`src/rtl/clkdiv_seq_pkg.sv`:
```
// clkdiv_seq_pkg: shared types, div_cfg field layout and host address map for the dwell sequencer
package clkdiv_seq_pkg;
  typedef enum logic [2:0] {IDLE, APPLY, RUN, DRAIN, GAP} state_t;
  localparam int CFG_W = 35;
  localparam int SEL_LSB = 0;
  localparam int FACTOR_LSB [4] = '{2, 10, 18, 26};
  localparam int EN_BIT = 34;
  // cfg_addr[1:0] picks the channel; cfg_addr[2] picks dwell (1) or factor (0)
  localparam int ADDR_DWELL_BIT = 2;
endpackage

```
`src/rtl/clkdiv_next_ch.sv`:
```
// clkdiv_next_ch: round-robin finder of the first eligible channel after cur, cur itself searched last
// ports: eligible (per-channel mask), cur (current channel), next_ch (found channel), any_eligible
module clkdiv_next_ch (
  input  logic [3:0] eligible,
  input  logic [1:0] cur,
  output logic [1:0] next_ch,
  output logic       any_eligible
);
  // scanning from the farthest offset down lets the nearest eligible channel win
  always_comb begin
    next_ch = cur;
    for (int i = 4; i >= 1; i--)
      if (eligible[2'(cur + 2'(i))]) next_ch = 2'(cur + 2'(i));
  end
  assign any_eligible = |eligible;
endmodule

```
`src/rtl/clkdiv_dwell_sequencer.sv`:
```
// clkdiv_dwell_sequencer: time-slices a 4-channel clock divider across channels with glitch-free switching
// ports: clk/rst (sync, active-high); cfg_valid/cfg_ready/cfg_addr/cfg_data host byte writes;
//        start/stop sequencing pulses; div_out divider feedback; div_cfg 35-bit divider config;
//        active_ch selected channel; running sequencing flag; switch_pulse high in the APPLY cycle
module clkdiv_dwell_sequencer
  import clkdiv_seq_pkg::*;
#(
  parameter int DWELL_SHIFT   = 4,
  parameter int DRAIN_TIMEOUT = 1023,
  parameter int GAP_CYCLES    = 2
) (
  input  logic             clk,
  input  logic             rst,
  input  logic             cfg_valid,
  output logic             cfg_ready,
  input  logic [2:0]       cfg_addr,
  input  logic [7:0]       cfg_data,
  input  logic             start,
  input  logic             stop,
  input  logic             div_out,
  output logic [CFG_W-1:0] div_cfg,
  output logic [1:0]       active_ch,
  output logic             running,
  output logic             switch_pulse
);
  localparam int CW = 8 + DWELL_SHIFT;
  localparam int DW = $clog2(DRAIN_TIMEOUT + 1);
  localparam int GW = $clog2(GAP_CYCLES + 1);
  state_t state, state_n;
  logic [7:0] dwell [4];
  logic [7:0] shadow [4];
  logic [3:0] pend, elig;
  logic [CW-1:0] dwell_cnt;
  logic [DW-1:0] drain_cnt;
  logic [GW-1:0] gap_cnt;
  logic [1:0] target, nxt, search_from;
  logic stop_pend, any, wr;
  assign elig = {|dwell[3], |dwell[2], |dwell[1], |dwell[0]};
  // from IDLE, searching after D yields the lowest-index eligible channel
  assign search_from = state == IDLE ? 2'd3 : active_ch;
  assign cfg_ready = state != APPLY;
  assign switch_pulse = state == APPLY;
  assign wr = cfg_valid && cfg_ready;
  clkdiv_next_ch u_next (
    .eligible(elig),
    .cur(search_from),
    .next_ch(nxt),
    .any_eligible(any)
  );
  always_comb begin
    state_n = state;
    case (state)
      IDLE:    if (start && !stop && any) state_n = APPLY;
      APPLY:   state_n = RUN;
      RUN:     if (stop || stop_pend || dwell_cnt == '0) state_n = DRAIN;
      DRAIN:   if (!div_out || drain_cnt == DW'(DRAIN_TIMEOUT)) state_n = GAP;
      GAP:     if (gap_cnt == GW'(GAP_CYCLES - 1)) state_n = (stop || stop_pend || !any) ? IDLE : APPLY;
      default: state_n = IDLE;
    endcase
  end
  always_ff @(posedge clk) begin
    if (rst) begin
      state <= IDLE;
      div_cfg <= '0;
      active_ch <= '0;
      running <= 1'b0;
      target <= '0;
      dwell_cnt <= '0;
      drain_cnt <= '0;
      gap_cnt <= '0;
      stop_pend <= 1'b0;
      pend <= '0;
      for (int i = 0; i < 4; i++) begin
        dwell[i] <= '0;
        shadow[i] <= '0;
      end
    end else begin
      state <= state_n;
      if (stop && state inside {RUN, DRAIN, GAP}) stop_pend <= 1'b1;
      // the live factor of the output channel is only touched at APPLY, so its writes are shadowed
      for (int i = 0; i < 4; i++)
        if (wr && cfg_addr[1:0] == 2'(i)) begin
          if (cfg_addr[ADDR_DWELL_BIT]) dwell[i] <= cfg_data;
          else if (running && active_ch == 2'(i)) begin
            shadow[i] <= cfg_data;
            pend[i] <= 1'b1;
          end else div_cfg[FACTOR_LSB[i] +: 8] <= cfg_data;
        end
      case (state)
        IDLE: target <= nxt;
        APPLY: begin
          for (int i = 0; i < 4; i++)
            if (pend[i]) div_cfg[FACTOR_LSB[i] +: 8] <= shadow[i];
          pend <= '0;
          div_cfg[SEL_LSB +: 2] <= target;
          div_cfg[EN_BIT] <= 1'b1;
          active_ch <= target;
          // ((dwell+1) << DWELL_SHIFT) - 1 is dwell with DWELL_SHIFT ones appended
          dwell_cnt <= {dwell[target], {DWELL_SHIFT{1'b1}}};
          running <= 1'b1;
        end
        RUN:
          if (state_n == DRAIN) begin
            target <= nxt;
            drain_cnt <= DW'(1);
          end else dwell_cnt <= dwell_cnt - CW'(1);
        DRAIN:
          if (state_n == GAP) begin
            div_cfg[EN_BIT] <= 1'b0;
            gap_cnt <= '0;
          end else if (drain_cnt != DW'(DRAIN_TIMEOUT)) drain_cnt <= drain_cnt + DW'(1);
        GAP: begin
          gap_cnt <= gap_cnt + GW'(1);
          if (state_n == IDLE) begin
            running <= 1'b0;
            stop_pend <= 1'b0;
          end
        end
        default: ;
      endcase
    end
  end
endmodule

```
`config.mk`:
```
export PLATFORM = sky130hd
export DESIGN_NAME = clkdiv_dwell_sequencer
export DESIGN_NICKNAME = d
export VERILOG_FILES = /design/src/rtl/clkdiv_seq_pkg.sv /design/src/rtl/clkdiv_next_ch.sv /design/src/rtl/clkdiv_dwell_sequencer.sv
export SDC_FILE = /design/constraint.sdc
export NUM_CORES = 1
export LEC_CHECK = 0
export ABC_AREA = 1
export CAP_MARGIN = 20
export CELL_PAD_IN_SITES_DETAIL_PLACEMENT = 1
export CELL_PAD_IN_SITES_GLOBAL_PLACEMENT = 1
export CORE_MARGIN = 8
export CORE_UTILIZATION = 47
export CTS_CLUSTER_SIZE = 40
export DETAILED_ROUTE_END_ITERATION = 10
export PLACE_DENSITY_LB_ADDON = 0.1
export RECOVER_POWER = 50
export SYNTH_ARGS = -nofsm -noshare
export SYNTH_HDL_FRONTEND = slang
export SYNTH_HIERARCHICAL = 1
export SYNTH_SLANG_ARGS = --single-unit
```
`constraint.sdc`:
```
create_clock -name clk -period 3.8 [get_ports clk]
set_input_delay 0.38 -clock clk [delete_from_list [all_inputs] [get_ports clk]]
set_output_delay 0.38 -clock clk [all_outputs]
set_load 0.05 [all_outputs]
```
==> results of run 1 <==
[power breakdown]
part	internal [mW]	leakage, nW	switching, mW
Combinational	0.224	1.68	0.472
Sequential	1.61	1.25	0.0771
Clock	0.912	0.248	0.634
[per-stage QoR]
step / power (mW) / hold WS (ns) / util [%] / setup WS [ns]
2_1_floorplan: 2.211 / 0.4253 / - / 1.842
3_3_place_gp: 2.367 / 0.4360 / 52.18 / 1.297
3_5_place_dp: 2.412 / 0.4446 / 52.18 / 1.169
4_1_cts: 3.948 / 0.4548 / 56.21 / 1.204
5_1_grt: 4.101 / 0.4929 / 56.22 / 0.6420
6_report: 3.930 / 0.4513 / 56.22 / 0.8322
[path summary, 6_finish.rpt]
check	slack, ns	to	start
setup / recovery	0.83	shadow[0][2]	rst
hold / removal	0.45	drain_cnt[7]	drain_cnt[7]
setup reg to reg	1.24	dwell_cnt[1]	dwell[0][2]
hold reg to reg	0.45	drain_cnt[7]	drain_cnt[7]
[cell type report]
class / count / area share [%]
clock buffer: 20 / 5.791
clock inverter: 12 / 1.363
inverter: 64 / 3.212
multi-input combinational: 578 / 35.26
sequential: 136 / 43.60
tap: 180 / 2.920
timing repair buffer: 64 / 7.851
[logic make-up after synthesis]
| group | Yosys count | share of synthesized area [%] |
|---|---|---|
| and+or+nand+nor | 454 | 29.57 |
| adders and majority gates | 3 | 0.5738 |
| AOI/OAI and AO/OA | 118 | 11.11 |
| xor gates and xnor gates | 3 | 0.4017 |
| DFF | 136 | 51.41 |
| buffers and inverters | 102 | 6.942 |
[cells in the final DEF, fill, tap and decap left out, types with 4 or more instances in the layout]
| cell | count |
|---|---|
| nor2_1 | 187 |
| nand2_1 | 177 |
| dfxtp_1 | 72 |
| edfxtp_1 | 64 |
| inv_1 | 55 |
| clkdlybuf4s50_1 | 49 |
| o21ai_0 | 35 |
| nand3_1 | 34 |
| o211ai_1 | 33 |
| a21oi_1 | 27 |
| clkbuf_16 | 17 |
| nand2_2 | 15 |
| inv_2 | 8 |
| nor3_1 | 8 |
| nand3_2 | 7 |
| nor4_1 | 7 |
| clkinvlp_4 | 7 |
| dlygate4sd3_1 | 7 |
| nor2_2 | 6 |
| o22ai_1 | 5 |
| a31oi_1 | 5 |
| a21oi_2 | 5 |
| nand4_1 | 4 |
| clkbuf_1 | 4 |
[state kept, by name (all words and copies together), names as in the netlist, named ones only]
register   count
div_cfg       35
dwell         32
shadow        32
dwell_cnt     12
drain_cnt     10
pend           4
state          3
gap_cnt        2
target         2
running        1
stop_pend      1
[worst max-delay path, delay by kind of cell]
kind	cells	cell delay, ns
simple gates	1	0.38
buf+inv	4	2.28
[metal layers]
| layer | track usage (%) | up-vias | wire (um) |
|---|---|---|---|
| met5 | 0 | - | 0 |
| met4 | 7.860 | 0 | 327 |
| met3 | 5.385 | 25 | 687 |
| met2 | 38.65 | 99 | 9647 |
| met1 | 23.96 | 2802 | 8041 |
| li1 | - | 2779 | - |
==> flow_metrics.py, run 1 <==
metrics = {
    "finish": {
        "area_delta_synth_final_pct": 17.90,
        "fillCellCount": 1673,
        "multi_input_area_um2": 2720,
        "num_antenna_cells": 0,
        "layout.nets": 881,
        "drive_gt1_share_pct": 9.840,
        "stdcell_area_um2": 7714,
        "finalNonFillerCells": 1054,
        "regArea_um2": 3363,
    },
    "worst_setup_path": {
        "crit_chain": "dlygate4sd3_1 -> buf_4 -> inv_1 -> clkbuf_1 -> nand2_1",
        "end_kind": "flop",
        "crit_required_ns": 3.89,
        "crit_fanout": 36,
        "crit_path_max_incr_delay_ns": 0.89,
        "crit_path_top_delay_cell": "inv_1",
        "r2r_cells": 14,
        "worstPathArrival_ns": 3.06,
        "critPathKind": "input pin to flop",
        "startpoint_type": "input pin",
    },
    "synth": {
        "yosys_most_used_dff": "dfxtp_1",
        "yosysUniqueCellTypes": 41,
        "netlist_top_cells_count": "nor2_1, nand2_1, dfxtp_1, edfxtp_1, inv_1",
        "async_reset_ff_share_pct": 0,
        "synth_nets": 836,
        "synthCells": 816,
        "synth_area_per_cell_um2": 8.018,
        "synth-edff-count": 64,
        "synthTopCellsByArea": "edfxtp_1, dfxtp_1, nor2_1",
        "yosysMostFrequentCell": "nor2_1",
        "ys_warn_count": 6,
        "synth_area_um2": 6543,
        "synth_top_cell_by_area": "edfxtp_1",
        "netlist.area_leader.share_pct": 29.37,
        "ys_ff_latch": 136,
        "ys_seq_area_share_pct": 51.41,
    },
    "sta": {
        "tns_ns": 0,
        "setup_viol": 0,
        "rsz0062_at_grt": "false",
        "post-route-period-util_pct": 78.10,
        "tightest_slew_ns": 1.197,
        "clock.fmax_mhz": 337.0,
        "relSlewSlack_pct": 20.12,
        "period_needed_ns": 2.968,
        "hold_viol_final": 0,
        "slew_violations": 0,
        "skew_ns": 0.007772,
    },
    "place": {
        "dpl.cell_count": 1019,
        "placed_cell_area_um2": 7159,
        "io_buffers": 56,
        "dp_hpwl_mm": 13.15,
        "place_congestion": 0.8687,
    },
    "cts": {
        "post-cts-setup-buffers": 0,
        "numCtsBuffers": 17,
        "post_cts_resized": 0,
        "path_clk_slew_ns": 0.06,
        "cts.path.max_buffers": 2,
        "cts_tree": "done",
        "clkSinkCount": 136,
        "clkLatencyLatePin_ns": 0.42,
        "hold_buffers": 0,
        "ctsRootBufferMaster": "clkbuf_16",
        "htree_levels": 4,
    },
    "route": {
        "vias": 5705,
        "viasPerCell": 5.413,
        "finalWirelength_mm": 18.70,
        "drc": 0,
        "first_pass_iters": 4,
        "wire_per_inst_um": 17.74,
        "drtIter0Drc": 299,
        "ant_nets": 0,
    },
    "global_routing": {
        "grt-ovfl-total": 0,
        "antenna_found_initial": 0,
        "grt_start_max_net_pins": 37,
        "grt_use_total_pct": 21.47,
        "grt_pass1_wl_mm": 30.81,
        "grt_pass1_vias": 6144,
    },
    "power": {
        "leakage_nw": 3.173,
        "peakVddDrop_mv": 0.2900,
        "p_per_area_nw_per_um2": 509.5,
    },
    "floorplanning": {
        "io_pins": 57,
        "placementRows": 43,
        "initial_core_util_pct": 47.69,
        "dieArea_um2": 17950,
        "die_h_um": 134.0,
        "core_area_um2": 13720,
        "die_w_um": 134.0,
    },
    "outcome": {
        "status": "finished clean",
    },
    "job": {
        "max_cap_viol_count": 0,
    },
    "hold_path": {
        "hold_path_class": "flop to flop",
        "min_path_cells": 2,
    },
}
Power figures use the tool's default switching activity.
==> inputs of run 2 (changes only) <==
--- a/config.mk
+++ b/config.mk
@@ -10,7 +10,7 @@
 export CELL_PAD_IN_SITES_DETAIL_PLACEMENT = 1
 export CELL_PAD_IN_SITES_GLOBAL_PLACEMENT = 1
 export CORE_MARGIN = 8
-export CORE_UTILIZATION = 47
+export CORE_UTILIZATION = 43
 export CTS_CLUSTER_SIZE = 40
 export DETAILED_ROUTE_END_ITERATION = 10
 export PLACE_DENSITY_LB_ADDON = 0.1
==> constraint.sdc (replaced) <==
create_clock -name clk -period 3 [get_ports clk]
set_input_delay 0.3 -clock clk [delete_from_list [all_inputs] [get_ports clk]]
set_output_delay 0.3 -clock clk [all_outputs]
set_load 0.05 [all_outputs]
==> run 2 against run 1 <==
Effect of this change:
- cell count increased by 1.1%
- flip-flop and latch count is the same
- core utilization fell by 4.5 points
- power up 29%
- worst hold slack lost 0.0033 ns
- count of clock-buffer cells in the layout is the same
- via count shrank 0.63%
- wire length is essentially flat
- critical path depth is 1 lower
- worst setup slack got worse by 0.42 ns
- clock power is 32% higher
- critical endpoint is now switch_pulse
- register-to-register slack worse by 0.63 ns
==> flow_metrics.py, run 2 (same netlist as run 1, synthesis figures left out) <==
metrics = {
    "hold_path": {
        "hold_path_class": "flop to flop",
        "hp-start": "drain_cnt[7]",
    },
    "global_routing": {
        "antenna_found_initial": 0,
        "grt_pass1_vias": 6149,
        "grt_start_max_net_pins": 42,
        "grt_pass1_wl_mm": 30.80,
        "grt-ovfl-total": 0,
        "grt_use_total_pct": 19.83,
    },
    "route": {
        "wire_per_inst_um": 17.54,
        "ant_nets": 0,
        "drc": 0,
        "first_pass_iters": 4,
        "drtIter0Drc": 260,
        "viasPerCell": 5.318,
        "vias": 5669,
        "finalWirelength_mm": 18.70,
    },
    "finish": {
        "num_antenna_cells": 0,
        "layout.nets": 885,
        "largest_reg_flops": 35,
        "drive_gt1_share_pct": 9.567,
        "final_common_cell": "nor2_1",
        "area_delta_synth_final_pct": 18.74,
        "final_cell_mix": "nor2_1, nand2_1, dfxtp_1, edfxtp_1, inv_1",
        "finalNonFillerCells": 1066,
        "regMostFlops": "div_cfg",
        "top_regs": "div_cfg: 35 flops, dwell: 32 flops, shadow: 32 flops",
    },
    "sta": {
        "relSlewSlack_pct": 9.574,
        "slew_violations": 0,
        "period_needed_ns": 2.590,
        "setup_viol": 0,
        "tns_ns": 0,
        "tightest_slew_ns": 1.355,
        "skew_ns": 0.008424,
        "holdWs_ns": 0.4480,
        "clock.fmax_mhz": 386.1,
        "hold_viol_final": 0,
        "post-route-period-util_pct": 86.32,
        "rsz0062_at_grt": "false",
    },
    "worst_setup_path": {
        "critPathKind": "flop to output port",
        "r2r_cells": 13,
        "endpoint": "switch_pulse",
        "crit_fanout": 8,
        "crit_required_ns": 2.70,
        "setup.worst_path.start": "state[2]",
        "rr_startpoint": "dwell[3][6]",
        "r2r_end": "dwell_cnt[4]",
        "end_kind": "output port",
        "reg2reg_slack_ns": 0.61,
        "startpoint_type": "flop",
        "worstPathArrival_ns": 2.29,
    },
    "floorplanning": {
        "initial_core_util_pct": 43.52,
        "placementRows": 45,
        "die_h_um": 139.4,
        "core_area_um2": 15030,
        "die_w_um": 139.4,
        "io_pins": 57,
        "dieArea_um2": 19420,
    },
    "place": {
        "dpl.cell_count": 1034,
        "place_congestion": 0.7809,
        "io_buffers": 56,
        "dp_hpwl_mm": 13.00,
    },
    "power": {
        "peakVddDrop_mv": 0.4240,
        "leakage_nw": 3.286,
        "p_per_area_nw_per_um2": 654.2,
    },
    "cts": {
        "ctsRootBufferMaster": "clkbuf_16",
        "hold_buffers": 0,
        "post_cts_resized": 0,
        "numCtsBuffers": 17,
        "path_clk_slew_ns": 0.06,
        "cts.path.max_buffers": 2,
        "htree_levels": 4,
        "clkSinkCount": 136,
        "clkLatencyLatePin_ns": 0.43,
        "cts_tree": "done",
        "post-cts-setup-buffers": 0,
    },
    "job": {
        "max_cap_viol_count": 0,
    },
    "outcome": {
        "status": "finished clean",
    },
}
-- run 2: layer usage --
metal / wire, um / GRT usage (%) / share of wire, % / vias up
li1: - / - / - / 2777
met1: 8043 / 22.32 / 43 / 2813
met2: 9962 / 36.64 / 53 / 61
met3: 466 / 4.343 / 2.5 / 18
met4: 226 / 5.893 / 1.2 / 0
met5: 0 / 0 / 0 / -
-- run 2: worst min path at each step --
stage | endpoint | cells past startpoint
2_1_floorplan | state[0] | 1
6_report | drain_cnt[7] | 2
3_5_place_dp | drain_cnt[7] | 2
5_1_grt | div_cfg[34] | 2
4_1_cts | drain_cnt[7] | 2
3_3_place_gp | drain_cnt[7] | 2
-- run 2: final cells by class --
class / instances / area [um2]
fillers: 1815 / 7264
flip-flops and latches: 136 / 3363
multi-input cells: 578 / 2720
repair buffers: 68 / 628.1
clock buffers: 20 / 446.7
inverters: 64 / 247.7
well taps: 188 / 235.2
clock inverters: 12 / 127.6
-- run 2: per-stage QoR --
stage	setup slack [ns]	utilization (%)	cell area [um2]	power, mW
6_report	0.4103	51.68	7769	5.083
4_1_cts	0.4166	51.86	7796	5.131
3_3_place_gp	0.7412	48.04	7222	3.035
5_1_grt	0.2708	51.68	7769	5.302
2_1_floorplan	1.042	-	6543	2.800
3_5_place_dp	0.6336	48.04	7222	3.074
-- run 2: report_power, final --
part	leakage, nW	internal [mW]	switching [mW]	total, mW
Combinational	1.77	0.288	0.623	0.910
Sequential	1.25	2.04	0.0790	2.12
Clock	0.263	1.24	0.813	2.05
Total	3.29	3.57	1.52	5.08
-- run 2: critical path, cell delays in order, from the launching register on --
cell	delay [ns]
dfxtp_1	0.35
inv_2	0.09
nand3_2	0.21
inv_1	0.32
clkdlybuf4s50_1	0.89
==> inputs of run 3 (changes only) <==
--- a/config.mk
+++ b/config.mk
@@ -9,12 +9,13 @@
 export CAP_MARGIN = 20
 export CELL_PAD_IN_SITES_DETAIL_PLACEMENT = 1
 export CELL_PAD_IN_SITES_GLOBAL_PLACEMENT = 1
-export CORE_MARGIN = 8
+export CORE_MARGIN = 2
 export CORE_UTILIZATION = 43
 export CTS_CLUSTER_SIZE = 40
 export DETAILED_ROUTE_END_ITERATION = 10
 export PLACE_DENSITY_LB_ADDON = 0.1
 export RECOVER_POWER = 50
+export SLEW_MARGIN = 40
 export SYNTH_ARGS = -nofsm -noshare
 export SYNTH_HDL_FRONTEND = slang
 export SYNTH_HIERARCHICAL = 1
==> run 3 against run 2 <==
Effect of this change:
- largest cell class unchanged
- critical path depth is the same
- worst hold slack gained 0.0095 ns
- highest routed layer unchanged
- flip-flop and latch count is the same
- register-to-register slack lost 0.06 ns
- critical path type unchanged
- combinational power shrank 0.8%
- sequential share of layout area grew 0.11 points
==> flow_metrics.py, run 3 (same netlist as run 1, synthesis figures left out) <==
metrics = {
    "floorplanning": {
        "die_w_um": 127.4,
        "core_area_um2": 15030,
        "placementRows": 45,
        "io_pins": 57,
        "dieArea_um2": 16220,
        "initial_core_util_pct": 43.52,
        "die_h_um": 127.4,
    },
    "place": {
        "dp_hpwl_mm": 12.73,
        "io_buffers": 56,
        "dpl.cell_count": 1032,
        "place_congestion": 0.8728,
    },
    "outcome": {
        "status": "finished clean",
    },
    "route": {
        "finalWirelength_mm": 18.20,
        "vias": 5664,
        "drc": 0,
        "wire_per_inst_um": 17.11,
        "viasPerCell": 5.323,
        "ant_nets": 0,
        "drtIter0Drc": 284,
        "first_pass_iters": 5,
    },
    "finish": {
        "top_regs": "div_cfg: 35 flops, dwell: 32 flops, shadow: 32 flops",
        "layout.nets": 883,
        "drive_gt1_share_pct": 9.589,
        "final_core_util_pct": 51.54,
        "final_cell_mix": "nor2_1, nand2_1, dfxtp_1, edfxtp_1, inv_1",
        "largest_reg_flops": 35,
        "area_delta_synth_final_pct": 18.44,
        "finalNonFillerCells": 1064,
        "regMostFlops": "div_cfg",
        "num_antenna_cells": 0,
        "final_common_cell": "nor2_1",
    },
    "worst_setup_path": {
        "startpoint_type": "flop",
        "crit_family": "buffers and inverters",
        "r2r_cells": 13,
        "crit_chain": "inv_2 -> nand3_1 -> inv_1 -> clkdlybuf4s50_1",
        "rr_startpoint": "dwell[3][2]",
        "crit_required_ns": 2.70,
        "crit_fanout": 8,
        "crit_path_top_delay_cell": "clkdlybuf4s50_1",
        "crit_buf_inv": 3,
        "cp_num_cells": 4,
        "worstPathArrival_ns": 2.42,
        "crit_path_max_incr_delay_ns": 0.89,
        "setup.worst_path.start": "state[2]",
        "reg2reg_slack_ns": 0.55,
        "critPathKind": "flop to output port",
        "end_kind": "output port",
    },
    "power": {
        "p_seq_share_pct": 42.0,
        "p_int_mw": 3.519,
        "p_clk_share_pct": 40.1,
        "comb_power_share_pct": 17.9,
        "p_sw_mw": 1.535,
        "switching_share_pct": 30.37,
        "leakage_nw": 3.303,
        "p_per_area_nw_per_um2": 652.2,
        "peakVddDrop_mv": 0.4382,
        "p_total_mw": 5.054,
    },
    "global_routing": {
        "grt_pass1_wl_mm": 29.87,
        "gr-usage-met2_pct": 42.12,
        "top_usage_layer": "met2",
        "grt_use_total_pct": 23.44,
        "grt_start_max_net_pins": 40,
        "met1_usage_pct": 28.32,
        "antenna_found_initial": 0,
        "use_met3_pct": 5.151,
        "grt-ovfl-total": 0,
        "grt_pass1_vias": 5982,
    },
    "hold_path": {
        "hold_path_class": "flop to flop",
        "min_path_cells": 2,
        "hp-start": "div_cfg[34]",
    },
    "sta": {
        "tightest_slew_ns": 1.316,
        "setup_viol": 0,
        "period_needed_ns": 2.724,
        "skew_ns": 0.006225,
        "clock.fmax_mhz": 367.2,
        "relSlewSlack_pct": 12.20,
        "post-route-period-util_pct": 90.79,
        "tns_ns": 0,
        "hold_viol_final": 0,
        "slew_violations": 0,
        "rsz0062_at_grt": "false",
    },
    "job": {
        "max_cap_viol_count": 0,
    },
    "cts": {
        "clkLatencyLatePin_ns": 0.42,
        "path_clk_slew_ns": 0.06,
        "hold_buffers": 0,
        "post_cts_resized": 0,
        "htree_levels": 4,
        "cts.path.max_buffers": 2,
        "numCtsBuffers": 17,
        "clkSinkCount": 136,
        "post-cts-setup-buffers": 0,
        "ctsRootBufferMaster": "clkbuf_16",
        "cts_tree": "done",
    },
}
-- run 3: final timing paths --
path | end
worst min-delay path | div_cfg[34]
worst min register to register | div_cfg[34]
worst max register to register | dwell_cnt[0]
worst max-delay path | switch_pulse
-- run 3: cell type report --
type / count / area, um2
tap: 188 / 235.2
fill: 1807 / 7284
clock buffer: 20 / 456.7
sequential: 136 / 3363
multi-input combinational: 578 / 2710
timing repair buffer: 66 / 618.1
inverter: 64 / 247.7
clock inverter: 12 / 117.6
-- run 3: worst min-delay path: cells and delay by family, from the launching register on --
kind | cells | cell delay [ns]
flip-flops | 1 | 0.31
AO/OA/AOI/OAI | 1 | 0.05
AND/OR/NAND/NOR | 1 | 0.06
-- run 3: routing by layer --
| layer | vias up | part of all wire, % |
|---|---|---|
| met5 | - | 0 |
| met4 | 0 | 1.3 |
| met3 | 22 | 2.7 |
| met2 | 61 | 52 |
| met1 | 2791 | 44 |
| li1 | 2790 | - |
-- run 3: through the flow --
step | area, um2 | hold slack, ns | setup WS (ns)
2_1_floorplan | 6543 | 0.3694 | 1.042
3_3_place_gp | 7207 | 0.4365 | 0.6907
3_5_place_dp | 7207 | 0.4538 | 0.5234
4_1_cts | 7781 | 0.4629 | 0.4280
5_1_grt | 7749 | 0.4823 | 0.1930
6_report | 7749 | 0.4574 | 0.2764
-- run 3: power groups by stage --
stage,logic (mW),registers [mW],clock network [mW]
2_1_floorplan,0.618,2.18,0
3_3_place_gp,0.878,2.15,0
3_5_place_dp,0.905,2.16,0
4_1_cts,0.914,2.12,2.05
5_1_grt,1.01,2.14,2.13
6_report,0.903,2.12,2.03
